[src/rtl/pc_sequencer.sv]
// Program-counter sequencer: fetches one instruction per FETCH/EXEC round trip.
// It holds the IR and decoder state and applies the Psel-selected PC update when an instruction finishes.
module pc_sequencer (
    input  logic        clock,
    input  logic        reset,
    input  logic [30:0] controlWord,
    input  logic [1:0]  nextState,
    input  logic [63:0] K,
    input  logic [63:0] in,
    input  logic [31:0] imem_data,
    input  logic        imem_ready,
    output logic [63:0] PC,
    output logic [63:0] PC4,
    output logic [31:0] instruction,
    output logic [1:0]  state,
    output logic        imem_req,
    output logic        exec,
    output logic        branch_taken
);

    typedef enum logic {FETCH = 1'b0, EXEC = 1'b1} fsm_t;

    fsm_t        fsm_q, fsm_d;
    logic [63:0] pc_q, pc_d;
    logic [31:0] ir_q, ir_d;
    logic [1:0]  state_q, state_d;
    logic        bt_q, bt_d;

    logic [1:0]  psel;
    logic [63:0] pc4;
    logic [63:0] branch_target;
    logic        unused_ctrl;

    assign psel          = controlWord[30:29];
    assign pc4           = pc_q + 64'd4;
    // K is a word offset; the shift discards K[63:62] by construction.
    assign branch_target = pc4 + {K[61:0], 2'b00};
    assign unused_ctrl   = ^{controlWord[28:0], K[63:62]};

    always_comb begin
        fsm_d   = fsm_q;
        pc_d    = pc_q;
        ir_d    = ir_q;
        state_d = state_q;
        bt_d    = 1'b0;
        case (fsm_q)
            FETCH: begin
                if (imem_ready) begin
                    ir_d    = imem_data;
                    state_d = 2'b00;
                    fsm_d   = EXEC;
                end
            end
            EXEC: begin
                state_d = nextState;
                // Only the final cycle of an instruction moves the PC.
                if (nextState == 2'b00) begin
                    fsm_d = FETCH;
                    bt_d  = psel[1];
                    case (psel)
                        2'b00:   pc_d = pc_q;
                        2'b01:   pc_d = pc4;
                        2'b10:   pc_d = in;
                        default: pc_d = branch_target;
                    endcase
                end
            end
            default: fsm_d = FETCH;
        endcase
    end

    always_ff @(posedge clock or posedge reset) begin
        if (reset) begin
            fsm_q   <= FETCH;
            pc_q    <= 64'd0;
            ir_q    <= 32'd0;
            state_q <= 2'b00;
            bt_q    <= 1'b0;
        end else begin
            fsm_q   <= fsm_d;
            pc_q    <= pc_d;
            ir_q    <= ir_d;
            state_q <= state_d;
            bt_q    <= bt_d;
        end
    end

    assign PC           = pc_q;
    assign PC4          = pc4;
    assign instruction  = ir_q;
    assign state        = state_q;
    assign imem_req     = (fsm_q == FETCH);
    assign exec         = (fsm_q == EXEC);
    assign branch_taken = bt_q;

endmodule

[config.mk]
export PLATFORM = sky130hd
export DESIGN_NAME = pc_sequencer
export DESIGN_NICKNAME = d
export VERILOG_FILES = /design/src/rtl/pc_sequencer.sv
export SDC_FILE = /design/constraint.sdc
export NUM_CORES = 1
export LEC_CHECK = 0
export BUFFER_PORTS_ARGS = -buffer_cell sky130_fd_sc_hd__buf_2
export CAP_MARGIN = 30
export CORE_ASPECT_RATIO = 1.5
export CORE_MARGIN = 3
export CORE_UTILIZATION = 35
export CTS_CLUSTER_SIZE = 28
export DETAILED_ROUTE_END_ITERATION = 12
export GPL_TIMING_DRIVEN = 0
export SLEW_MARGIN = 20
export SYNTH_ARGS = -nofsm -noshare
export SYNTH_HDL_FRONTEND = slang
export SYNTH_SLANG_ARGS = --single-unit
export TNS_END_PERCENT = 20
[constraint.sdc]
create_clock -name clock -period 7.9 [get_ports clock]
set_clock_uncertainty 0.05 [all_clocks]
set_input_delay 0.395 -clock clock [delete_from_list [all_inputs] [get_ports clock]]
set_output_delay 0.395 -clock clock [all_outputs]
set_load 0.05 [all_outputs]
* Yosys cells after proc, flatten, opt, wreduce, memory -nomap -nowiden *
Cells that the tools add are included.

storage, ports and cells
  bits in registers = 100
  input port bits = 196
  word-level logic and storage cells = 24

operators by class
  $add $sub $neg = 2
  equal/unequal tests = 3
  mux-type cells = 8
  bitwise operators = 2
  reduce and logical (&&, ||, !) cells = 4

operators with widths
  kind                                                                    count
  64-bit case mux with 3 select lines                                     1
  64-bit by 3-bit adder with 64-bit output (second input constant)        1
  64-bit adder                                                            1
  2-bit zero test                                                         2
  1-bit 2-to-1 mux                                                        4
  2-bit case mux with 2 select lines                                      1
  3-bit AND reduction                                                     1
  2-bit by 1-bit equality test with 1-bit output (second input constant)  1
  2-bit equality test (second input constant)                             1
  2-bit 2-to-1 mux                                                        1
  2-bit inequality test (second input constant)                           1
  1-bit inverter                                                          2
  1-bit case mux with 2 select lines                                      1
  2-bit AND reduction                                                     1

* Logic depth before layout (Yosys ltp) *
  word-level depth = 3
  mapped depth = 20

* Worst setup path after synthesis *
No wires, ideal clock.

  kind = register to register
  start = reg pc_q[2], in the netlist PC[2]
  end = reg pc_q[47], in the netlist PC[47]
  library setup time = 0.121 ns
  arrival = 5.037 ns
  slack = 2.692 ns
  stages on the path, launching flop included = 19
  period minus slack after synthesis = 5.208 ns
  cells stage by stage = dfrtp_1 -> ha_1 -> and4_1 -> nor2b_1 -> and3_1 -> buf_4 -> nand2_1 -> or3_1 -> xnor2_1 -> ha_1 -> a21o_1 -> o21ba_2 -> nor2_1 -> a211o_1 -> nor2b_1 -> nor3b_1 -> xor2_1 -> o21ai_0 -> a22o_1

on the way
  longest elaborated chain between the ends = 3

RTL lines
  element                                   RTL line  text
  from (decl)                               24        logic [63:0] pc_q, pc_d;
  from (signal assigned)                    81        pc_q <= pc_d;
  64-bit by 3-bit adder with 64-bit output  35        assign pc4 = pc_q + 64'd4;
  named net PC4[38]                         13        output logic [63:0] PC4,
  64-bit adder                              37        assign branch_target = pc4 + {K[61:0], 2'b00};
  64-bit case mux with 3 select lines       60        case (psel)

The timed path passes the listed nets, and every way through them passes these cells.
A chain may end at the register's enable or synchronous reset.

* Worst setup path in the final report *
  start = reg pc_q[24], in the netlist PC[24]
  end = reg pc_q[62], in the netlist PC[62]

on the way
  longest elaborated chain between the ends = 3

RTL lines
  element                                       RTL line
  64-bit by 3-bit adder with 64-bit output (*)  35
  64-bit adder                                  37
  64-bit case mux with 3 select lines (*)       60

Mark *: on every way between the ends. The rest lies on a longest branch, timed or not.

==> results.sh <==
export IMPL_run_status="complete, no violations"
export IMPL_tritoncts="built"
export IMPL_rows=74
export IMPL_r2r_end="PC[62]"
export IMPL_yosys_top_cells_count="127 x nand2_1, 111 x a21oi_1, 100 x dfrtp_1"
export IMPL_postCtsSetupBuffers=0
export IMPL_synthCells=1217
export IMPL_die_h_um=210.9
export IMPL_r2r_cells=15
export IMPL_htreeDepth=3
export IMPL_cts_hold_buf=0
export IMPL_fin_crit_sh_pct=75.21
export IMPL_drive_gt1_share_pct=25.91
export IMPL_stdcell_count=1906
export IMPL_grt_ovfl_total=0
export IMPL_fin_crit_ns=5.941
export IMPL_drc=0
export IMPL_synth_ff_type="dfrtp_1"
export IMPL_drt_initial_drc_count=955
export IMPL_syn_area_mm2=0.009792
export IMPL_placed_area_mm2=0.01190
export IMPL_clk_latency_ns=0.38
export IMPL_cts_made_buffers=9
export IMPL_post_route_util_pct=44.53
export IMPL_grt_max_degree=53
export IMPL_drtAntennaViolNets=0
export IMPL_end_kind="flop"
export IMPL_ys_types=75
export IMPL_worstMarginPinSlew_ns=0.9607
export IMPL_grt_usage_pct=29.25
export IMPL_p_leak_nw=5.673
export IMPL_postSynth_asyncResetShare_pct=100.0
export IMPL_crit_slowest_cell="xnor2_1"
export IMPL_max_freq_ghz=0.1683
export IMPL_synth_seq_area_share_pct=25.56
export IMPL_place_congestion=0.9884
export IMPL_cp_arrival_ns=6.18
export IMPL_die_x_um=142.6
export IMPL_synth_top_area_share_pct=25.56
export IMPL_io_buffers=329
export IMPL_rsz0062_at_grt="no"
export IMPL_syn2layout_area_growth_pct=24.64
export IMPL_num_vias=11280
export IMPL_critPathRequiredTime_ns=8.14
export IMPL_core_area_mm2=0.02741
export IMPL_synth_seq_cells=100
export IMPL_synthesis_nets=1489
export IMPL_first_global_vias=11070
export IMPL_cts_resized=0
export IMPL_placedCellCount=1889
export IMPL_r2r_start="PC[24]"
export IMPL_slew_headroom_pct=35.95
export IMPL_synth_top_area_cell="dfrtp_1"
export IMPL_path_class="reg2reg"
export IMPL_design_area_mm2=0.01220
export IMPL_grt_first_pass_wirelength_mm=66.94
export IMPL_nNetsFinal=1830
export IMPL_dieArea_mm2=0.03006
export IMPL_initial_core_util_pct=35.73
export IMPL_cp_max_fo=8
export IMPL_crit_chain="nand3_1 > nor4_1 > nand4_1 > xnor2_1 > ha_1 > clkbuf_1 > nand4_1 > nor3_1 > nand2_1 > a311oi_1 > o21ai_0 > a21oi_1 > o21ai_0 > xor2_1 > a211oi_1"
export IMPL_hpwl_mm=36.81
export IMPL_min_path_type="in2async"
export IMPL_cp_start_kind="flop"
export IMPL_finalMaxSlewViolations=0
export IMPL_post_drt_wl_per_cell_um=24.09
export IMPL_synthTopCellsByArea="dfrtp_1 26%, ha_1 9.6%, xnor2_1 6.2%"
export IMPL_reg2reg_slack_ns=1.96
export IMPL_n_fill_cell=2823
export IMPL_first_pass_iters=5
export IMPL_maxCapViolations=0
export IMPL_root_buffer="clkbuf_16"
export IMPL_routed_wl_mm=45.92
export IMPL_powerDensity_mw_per_mm2=439.0
export IMPL_clockBufferDepth=2
export IMPL_yosysWarnings=0
export IMPL_setup_viol=0
export IMPL_setup_tns_ns=0
export IMPL_io_pins=361
export IMPL_antenna_found_initial=1
export IMPL_avgSynthCellArea_um2=8.046
export IMPL_ir_worst_vdd_mv=0.2147
export IMPL_clkSinkCount=100
export IMPL_slowest_delay_ns=0.72
export IMPL_yosysMostFrequentCell="nand2_1"
export IMPL_clkTransAtPathRegs_ns=0.09
export IMPL_hold_viol=0
export IMPL_vias_per_cell=5.920
export IMPL_synth_edff_count=0
## state kept, by name, indices dropped and copies added, names as in the netlist
name	flops
PC	64
instruction	32
state	2
branch_taken	1
exec	1
## where the power goes
group	total, W	internal, W	switching, W
combinational	0.00390	0.00112	0.00278
sequential	0.000970	0.000697	0.000272
clock	0.000485	0.000226	0.000260
total	0.00536	0.00204	0.00331
## worst max-delay path by stage
stage               slack (ns)  startpoint  depth (start not counted)      to
global route              1.73      PC[24]                         15  PC[62]
CTS                       2.15      PC[24]                         15  PC[62]
detailed placement        2.19      PC[24]                         15  PC[62]
global placement          2.19      PC[24]                         15  PC[62]
floorplan                 2.69       PC[2]                         18  PC[47]
finish                    1.96      PC[24]                         15  PC[62]
## worst max-delay path, delay by kind of cell (launching register included)
kind / cells / cell delay (ns)
adders and majority gates: 1 / 0.20
DFF: 1 / 0.50
AOI/OAI and AO/OA: 5 / 1.76
buffers and inverters: 1 / 0.31
and+or+nand+nor: 6 / 2.12
xor gates and xnor gates: 2 / 0.92
## layout make-up
class	count	area (um2)	area share, %
sequential	100	2502	20.50
clock buffer	9	225.2	1.845
clock inverter	7	77.57	0.6356
buffer	67	266.5	2.184
tap	342	427.9	3.506
inverter	23	91.34	0.7484
antenna	1	2.502	0.02050
timing repair buffer	330	1674	13.72
multi-input combinational	1027	6937	56.84
## layout by cell type (no fill, tap or decap), types with 20 or more instances in the layout
cell / Yosys / layout
nand2_1: 127 / 127
xor2_1: 41 / 41
a21o_1: 34 / 34
ha_1: 75 / 75
a21oi_1: 111 / 111
dfrtp_1: 100 / 100
inv_1: 23 / 22
nor2_1: 90 / 90
o21ai_0: 86 / 86
mux2_2: 34 / 34
buf_2: 3 / 332
a22oi_1: 20 / 20
nand3_1: 42 / 42
a22o_1: 20 / 20
xnor2_1: 69 / 69
nor3_1: 21 / 21
nand4_1: 37 / 37
clkbuf_1: 53 / 53
## per-layer routing
metal	wire length, um	track usage, %
met5	0	0
met1	17180	34.13
met3	2990	3.896
met4	2606	15.61
met2	23140	51.43
## logic make-up (layout without fill, tap and decap cells)
family	after synthesis	count (layout)	synth area share [%]
xor gates and xnor gates	112	112	10.17
adders and majority gates	76	76	9.788
DFF	100	100	25.56
other	0	1	0
and+or+nand+nor	400	400	19.95
buffers and inverters	90	436	3.603
muxes	39	39	4.421
AOI/OAI and AO/OA	400	400	26.51
## metrics by stage
stage          power (W)  hold slack [ns]  worst slack [ns]
2_1_floorplan   0.003799           0.4107             2.692
3_3_place_gp    0.004823           0.4281             2.186
3_5_place_dp    0.004838           0.4315             2.189
4_1_cts         0.005339          0.02740             2.153
5_1_grt         0.005671          0.03249             1.727
6_report        0.005357         0.004630             1.959
No activity file was read; power rests on OpenSTA's default activity.
